`src/rtl/seg7_scan_driver.sv`:
```
// rtl/seg7_scan_driver.sv - multiplexed 7-segment scan driver with double-buffered value
module seg7_scan_driver #(
  parameter int NUM_DIGITS     = 4,
  parameter int SCAN_DIV       = 1000,
  parameter int BLANK_CYCLES   = 2,
  parameter int HEX_EN         = 1,
  parameter int SEG_ACTIVE_LOW = 0,
  parameter int DIG_ACTIVE_LOW = 0
) (
  input  logic                    clk,
  input  logic                    rst_n,
  input  logic                    enable,
  input  logic                    load,
  input  logic [4*NUM_DIGITS-1:0] value,
  input  logic [NUM_DIGITS-1:0]   dp_in,
  input  logic                    lz_blank,
  output logic [6:0]              seg,
  output logic                    dp,
  output logic [NUM_DIGITS-1:0]   dig_sel,
  output logic                    frame_done
);

  localparam int CNT_W = (SCAN_DIV > 1) ? $clog2(SCAN_DIV) : 1;
  localparam int IDX_W = (NUM_DIGITS > 1) ? $clog2(NUM_DIGITS) : 1;
  localparam logic [CNT_W-1:0] CNT_LAST  = CNT_W'(SCAN_DIV - 1);
  localparam logic [IDX_W-1:0] IDX_LAST  = IDX_W'(NUM_DIGITS - 1);
  localparam logic [CNT_W-1:0] BLANK_END = CNT_W'(BLANK_CYCLES);

  // Inactive pin levels; XOR-ing an active-high level with these gives the pin level.
  localparam logic [6:0]            SEG_OFF = (SEG_ACTIVE_LOW != 0) ? 7'h7f : 7'h00;
  localparam logic                  DP_OFF  = (SEG_ACTIVE_LOW != 0);
  localparam logic [NUM_DIGITS-1:0] DIG_OFF = (DIG_ACTIVE_LOW != 0) ? {NUM_DIGITS{1'b1}}
                                                                    : {NUM_DIGITS{1'b0}};

  logic [CNT_W-1:0]        r_cnt;
  logic [IDX_W-1:0]        r_idx;
  logic [4*NUM_DIGITS-1:0] r_pend;
  logic [NUM_DIGITS-1:0]   r_pend_dp;
  logic                    r_pend_valid;
  logic [4*NUM_DIGITS-1:0] r_act;
  logic [NUM_DIGITS-1:0]   r_act_dp;
  logic                    r_act_valid;
  logic [6:0]              r_seg;
  logic                    r_dp;
  logic [NUM_DIGITS-1:0]   r_dig_sel;
  logic                    r_frame_done;

  logic [IDX_W-1:0]        w_msd;
  logic [3:0]              w_nib;
  logic                    w_nib_dp;
  logic                    w_show;
  logic [6:0]              w_seg_on;
  logic                    w_dp_on;
  logic [NUM_DIGITS-1:0]   w_dig_on;
  logic                    w_in_blank;
  logic                    w_frame_end;
  logic                    w_xfer;

  function automatic logic [6:0] f_glyph(input logic [3:0] nib);
    logic [6:0] g;
    case (nib)
      4'h0: g = 7'b1111110;
      4'h1: g = 7'b0110000;
      4'h2: g = 7'b1101101;
      4'h3: g = 7'b1111001;
      4'h4: g = 7'b0110011;
      4'h5: g = 7'b1011011;
      4'h6: g = 7'b1011111;
      4'h7: g = 7'b1110000;
      4'h8: g = 7'b1111111;
      4'h9: g = 7'b1111011;
      4'hA: g = 7'b1110111;
      4'hB: g = 7'b0011111;
      4'hC: g = 7'b1001110;
      4'hD: g = 7'b0111101;
      4'hE: g = 7'b1001111;
      4'hF: g = 7'b1000111;
    endcase
    if ((HEX_EN == 0) && (nib > 4'd9)) begin
      g = 7'b0000000;
    end
    return g;
  endfunction

  // Pick the scanned digit's nibble/dp and find the most significant nonzero digit.
  always_comb begin
    w_msd    = '0;
    w_nib    = 4'd0;
    w_nib_dp = 1'b0;
    for (int k = 0; k < NUM_DIGITS; k++) begin
      if (r_act[4*k +: 4] != 4'd0) begin
        w_msd = IDX_W'(k);
      end
      if (r_idx == IDX_W'(k)) begin
        w_nib    = r_act[4*k +: 4];
        w_nib_dp = r_act_dp[k];
      end
    end
  end

  // Digit 0 is never above w_msd, so an all-zero value still shows a single "0".
  assign w_show      = r_act_valid && !(lz_blank && (r_idx > w_msd));
  assign w_seg_on    = w_show ? f_glyph(w_nib) : 7'b0000000;
  assign w_dp_on     = w_show && w_nib_dp;
  assign w_dig_on    = NUM_DIGITS'(1) << r_idx;
  assign w_in_blank  = (r_cnt < BLANK_END);
  assign w_frame_end = enable && (r_cnt == CNT_LAST) && (r_idx == IDX_LAST);
  // While disabled nothing is on screen, so pending can be promoted without tearing.
  assign w_xfer      = r_pend_valid && (!enable || w_frame_end);

  // Slot counter and digit index; both parked at zero while scanning is disabled.
  always_ff @(posedge clk or negedge rst_n) begin
    if (!rst_n) begin
      r_cnt <= '0;
      r_idx <= '0;
    end else if (!enable) begin
      r_cnt <= '0;
      r_idx <= '0;
    end else if (r_cnt == CNT_LAST) begin
      r_cnt <= '0;
      r_idx <= (r_idx == IDX_LAST) ? '0 : r_idx + 1'b1;
    end else begin
      r_cnt <= r_cnt + 1'b1;
    end
  end

  // Pending/active double buffer; a load on the boundary edge stays pending for a frame.
  always_ff @(posedge clk or negedge rst_n) begin
    if (!rst_n) begin
      r_pend       <= '0;
      r_pend_dp    <= '0;
      r_pend_valid <= 1'b0;
      r_act        <= '0;
      r_act_dp     <= '0;
      r_act_valid  <= 1'b0;
    end else begin
      if (w_xfer) begin
        r_act       <= r_pend;
        r_act_dp    <= r_pend_dp;
        r_act_valid <= 1'b1;
      end
      if (load) begin
        r_pend       <= value;
        r_pend_dp    <= dp_in;
        r_pend_valid <= 1'b1;
      end else if (w_xfer) begin
        r_pend_valid <= 1'b0;
      end
    end
  end

  // Registered pin drivers, including the anti-ghosting blank window at slot start.
  always_ff @(posedge clk or negedge rst_n) begin
    if (!rst_n) begin
      r_seg        <= SEG_OFF;
      r_dp         <= DP_OFF;
      r_dig_sel    <= DIG_OFF;
      r_frame_done <= 1'b0;
    end else begin
      r_frame_done <= w_frame_end;
      if (!enable || w_in_blank) begin
        r_seg     <= SEG_OFF;
        r_dp      <= DP_OFF;
        r_dig_sel <= DIG_OFF;
      end else begin
        r_seg     <= w_seg_on ^ SEG_OFF;
        r_dp      <= w_dp_on ^ DP_OFF;
        r_dig_sel <= w_dig_on ^ DIG_OFF;
      end
    end
  end

  assign seg        = r_seg;
  assign dp         = r_dp;
  assign dig_sel    = r_dig_sel;
  assign frame_done = r_frame_done;

endmodule

```
`config.mk`:
```
export PLATFORM = sky130hd
export DESIGN_NAME = seg7_scan_driver
export DESIGN_NICKNAME = d
export VERILOG_FILES = /design/src/rtl/seg7_scan_driver.sv
export SDC_FILE = /design/constraint.sdc
export NUM_CORES = 1
export LEC_CHECK = 0
export ABC_AREA = 1
export BUFFER_PORTS_ARGS = -buffer_cell sky130_fd_sc_hd__buf_4
export CAP_MARGIN = 10
export CORE_MARGIN = 4
export CORE_UTILIZATION = 62
export CTS_CLUSTER_SIZE = 12
export DETAILED_ROUTE_END_ITERATION = 8
export PLACE_DENSITY_LB_ADDON = 0.08
export SYNTH_ARGS = -nofsm -noshare
export SYNTH_HDL_FRONTEND = slang
export SYNTH_SLANG_ARGS = --single-unit
```
`constraint.sdc`:
```
create_clock -name clk -period 4.5 [get_ports clk]
set_input_delay 0 -clock clk [delete_from_list [all_inputs] [get_ports clk]]
set_output_delay 0 -clock clk [all_outputs]
set_load 0.02 [all_outputs]
```
== Yosys cells after proc, flatten, opt, wreduce, memory -nomap -nowiden ==
Memories as Yosys holds them, arrays and structs flattened.
Cells that the tools add are included.
W data, S select, Z words.

* Multiply operators: 0
* Muxes and demuxes: 22
* Equality and inequality tests: 5
* Order comparisons: 2
* Add/subtract/negate cells: 2
* Div/mod/pow operators: 0
* Shifts and indexed selects: 1
* Reduce and logical (&&, ||, !) cells: 15
* Bitwise logic cells: 0

{| class="wikitable"
|+ Operators by type and width
! kind !! count
|-
| $mux W10 || 2
|-
| $mux W4 || 5
|-
| $mux W7 || 2
|-
| $reduce_bool A4 Y1 || 3
|-
| $add A10 B1 Y10 const B || 1
|-
| $eq A10 B10 Y1 const B || 1
|-
| $lt A10 B2 Y1 const B || 1
|-
| $mux W2 || 5
|-
| $mux W1 || 8
|-
| $logic_and A1 B1 Y1 || 6
|-
| $eq A2 B2 Y1 const B || 2
|-
| $shl A1 B2 Y4 const A || 1
|-
| $add A2 B1 Y2 const B || 1
|-
| $eq A2 B1 Y1 const B || 1
|-
| $gt A2 B2 Y1 || 1
|-
| $logic_not A1 Y1 || 2
|-
| $logic_not A2 Y1 || 1
|-
| $logic_or A1 B1 Y1 || 2
|-
| $ne A2 B1 Y1 const B || 1
|-
| $reduce_bool A2 Y1 || 1
|}

* Bits in writable memories: 0
* Bits in latches: 0
* Register bits after elaboration: 67
* Word-level logic and storage cells: 60
* Output and inout port bits: 13
* Memory bits (read-only): 112
* Memories: 1

{| class="wikitable"
|+ Memory list
! memory !! words !! width !! read ports !! clocked after memory_dff !! wr ports !! line !! source
|-
| (no name shown) || 16 || 7 || 1 || 0 || 0 || 61 || <nowiki>case (nib)</nowiki>
|}

== Logic depth before layout (Yosys ltp) ==
* Depth in word-level cells: 10
* Mapped depth: 14
* Mapped depth without buffers: 14

== Least setup slack after synthesis ==
OpenSTA, ideal clock, no wires.

* Path kind: reg2reg
* Start point: reg r_idx[1]
* End point: reg r_seg[3], in the netlist seg[3]
* Required time: 4.380 ns
* Buffers on the path: 0
* Stages on the path, launching flop included: 12
* Path slack: 2.606 ns
* Data arrival time: 1.774 ns
* Path through: dfrtp_1 ha_1 inv_2 or2_2 nand2_2 inv_1 ha_1 inv_1 nand2_1 nand2_1 o21ai_0 nor2_1

* Cells in the longest elaborated chain, start to end: 8

{| class="wikitable"
|+ Ends and longest elaborated chain
! item !! line !! source
|-
| from (decl) || 36 || <nowiki>logic [IDX_W-1:0] r_idx;</nowiki>
|-
| from (signal assigned) || 121 || <nowiki>r_idx <= (r_idx == IDX_LAST) ? '0 : r_idx + 1'b1;</nowiki>
|-
| $logic_not A2 Y1 || 94 || <nowiki>if (r_idx == IDX_W'(k)) begin</nowiki>
|-
| $mux W4 (4 in series) || 94 ||
|-
| $mem_v2 Z16 W7 || -- ||
|-
| $mux W7 (*) || 103 || <nowiki>assign w_seg_on = w_show ? f_glyph(w_nib) : 7'b0000000;</nowiki>
|-
| $mux W7 (*) || 161 || <nowiki>if (!enable || w_in_blank) begin</nowiki>
|-
| to (signal assigned) || 166 || <nowiki>r_seg <= w_seg_on ^ SEG_OFF;</nowiki>
|-
| to (decl) || 43 || <nowiki>logic [6:0] r_seg;</nowiki>
|}

Every way passes the cells marked *; elsewhere a longest branch is shown, timed or not.
A chain may end at the register's enable or synchronous reset.

== Final worst setup path ==
* Start point: reg r_idx[1]
* End point: reg r_seg[2], in the netlist seg[2]

Same word-level chain as after synthesis.

==> metrics.cfg <==
[run_status]
status=completed

[global_route]
antenna_found_initial=0
gr-total-overflow=0
grt_max_degree=68
grt_pass1_vias=2549
grt_use_total_pct=23.5
grt_pass1_wl_um=11500

[floorplanning]
fp-row-count=25
core-area_um2=4850
die_y_um=79.8
ios=38
die_w_um=79.8
initial_core_util_pct=66.0
die_area_um2=6370

[sta]
maxSlewHeadroom_pct=45.5
hold_violations=0
finalClockSkew_ns=0.00829
fin_crit_ns=2.17
fin_crit_sh_pct=48.2
rsz0062_at_grt=false
max_freq_mhz=461
finalSetupTns_ns=0
slew_violations=0
setup_viol=0
worst_pin_slew_ns=0.818

[synth]
synthFlopType=dfrtp_1
yosys-top-cells-count=92 x nand2_1, 67 x dfrtp_1, 42 x inv_1, 31 x nor2_1, 30 x o21ai_0
ys_seq_area_share_pct=52.4
syn_area_per_cell_um2=8.86
synth_cell_types=31
synth_most_common_cell=nand2_1
synth-edff-count=0
netlist_instances=361
synth-seq-cells=67
syn_area_um2=3200
synth_top_area_share_pct=52.4
async_flop_share_pct=100
yosys.area.top_type=dfrtp_1
ys_warn_count=0
synth_area_leaders=dfrtp_1 52%, nand2_1 11%, o21ai_2 5.5%
mappedNetlistNets=399

[worst_setup_path]
worstPathMaxFanout=6
r2r_end=seg[2]$_DFF_PN0_
reg2regPathDepth=10
r2r_start=r_idx[1]$_DFFE_PN0P_
startpoint_type=flip-flop
crit_path_end_kind=flip-flop
worstPathArrival_ns=2.40
ff2ff_setup_slack_ns=2.33
required_ns=4.73
path_class=flip-flop to flip-flop

[drt]
viasPerCell=5.12
vias=2529
drtIter0Drc=164
drc=0
wl_per_cell_um=13.1
drt_first_pass_iters=4
ant_nets=0
wl_um=6450

[clocking]
clock-sinks=67
cts_buffers=9
cts_resized=0
clock_latency_ns=0.34
cts_tree=built
htree_levels=3
root_buffer=clkbuf_8
clkTransAtPathRegs_ns=0.07
cts.path.max_buffers=2

[hold_path]
holdPathEnd=r_pend_dp[2]$_DFFE_PN0P_
hold_class=input port to flip-flop
hold_depth=3
worstHoldStart=load

[layout]
fin_util_pct=80.6
drive_above_1_share_pct=19.9
diodes=0
area_growth_pct=22.3
layout.nets=460

[placed_design]
gp_congestion=0.882
io_buffers=37
place_hpwl_um=4200

[run]
drv_cap=0

[power_and_ir_drop]
irDropWorstVdd_mv=0.293
leakage_nw=1.96
p_per_area_nw_per_um2=358

worst max-delay path: stages (launching register included):
cell and delay (ns):
dfrtp_1 0.41, inv_1 0.11, ha_1 0.27, inv_1 0.15, nand2_1 0.09, nand3_1 0.10, a21oi_1 0.35, ha_1 0.29
nand2_1 0.09, o21ai_0 0.16, nor2_1 0.06
layout make-up:
type                       instances  area, µm²
inverter                          46        173
multi-input combinational        239       1280
clock inverter                     4       50.0
fill                             315        938
clock buffer                      12        145
timing repair buffer              59        498
sequential                        67       1680
tap                               67       83.8
sequential cells by signal, summed over array words and instances (netlist names):
name	flops
r_idx	2
r_cnt	10
r_act_valid	1
r_act	16
r_act_dp	4
r_pend_dp	4
dp	1
dig_sel	4
seg	7
r_pend_valid	1
frame_done	1
r_pend	16
per-layer routing:
metal	global-route usage [%]	wire length (µm)
met2	38.6	3170
met5	0	0
met3	6.32	354
met1	29.7	2840
met4	8.95	79
cell usage in the layout (no fill, tap or decap), drive strengths merged, types with 2 or more instances in the layout:
master / n
inv: 46
dlygate4sd3: 22
nand2: 96
a21oi: 15
nor2: 31
nand3: 12
clkbuf: 12
nand4: 2
nor4: 2
clkinvlp: 2
nor3: 8
o21ai: 51
buf: 37
a31oi: 2
ha: 13
dfrtp: 67
stage by stage:
| step | hold slack, ns | total power [mW] | area [µm²] | std cells | setup slack (ns) |
|---|---|---|---|---|---|
| finish | 0.0648 | 1.40 | 3910 | 494 | 2.33 |
| global route | 0.0808 | 1.48 | 3910 | 494 | 2.10 |
| CTS | 0.0512 | 1.41 | 3910 | 494 | 2.33 |
| detailed placement | 0.142 | 0.904 | 3490 | 456 | 2.34 |
| global placement | 0.139 | 0.894 | 3490 | 456 | 2.40 |
| floorplan | -0.296 | 0.831 | 3200 | 361 | 2.61 |
cell families (layout without fill, tap and decap cells):
logic type	Yosys count	in the layout	share of synthesized area [%]
simple gates	153	153	20.3
flops	67	67	52.4
compound gates	73	73	14.7
fa+ha+maj	13	13	5.09
buf+inv	55	121	7.43
where the power goes:
part | total (mW) | switching, mW | internal (mW)
combinational | 0.225 | 0.135 | 0.0904
sequential | 0.685 | 0.0308 | 0.654
clock | 0.490 | 0.220 | 0.270
total | 1.40 | 0.386 | 1.02
worst max path at each step:
| stage | slack [ns] | endpoint | startpoint |
|---|---|---|---|
| 5_1_grt | 2.10 | seg[2]$_DFF_PN0_ | r_idx[1]$_DFFE_PN0P_ |
| 6_report | 2.33 | seg[2]$_DFF_PN0_ | r_idx[1]$_DFFE_PN0P_ |
| 2_1_floorplan | 2.61 | seg[3]$_DFF_PN0_ | r_idx[1]$_DFFE_PN0P_ |
| 3_5_place_dp | 2.34 | seg[2]$_DFF_PN0_ | r_idx[1]$_DFFE_PN0P_ |
| 4_1_cts | 2.33 | seg[2]$_DFF_PN0_ | r_idx[1]$_DFFE_PN0P_ |
| 3_3_place_gp | 2.40 | seg[3]$_DFF_PN0_ | r_idx[1]$_DFFE_PN0P_ |
what timing repair did:
action                                 4_1_cts  5_1_grt
hold buffers                                22        0
buffers inserted                             0        0
endpoints found under the hold margin       90        0
No activity file was read; power rests on OpenSTA's default activity.
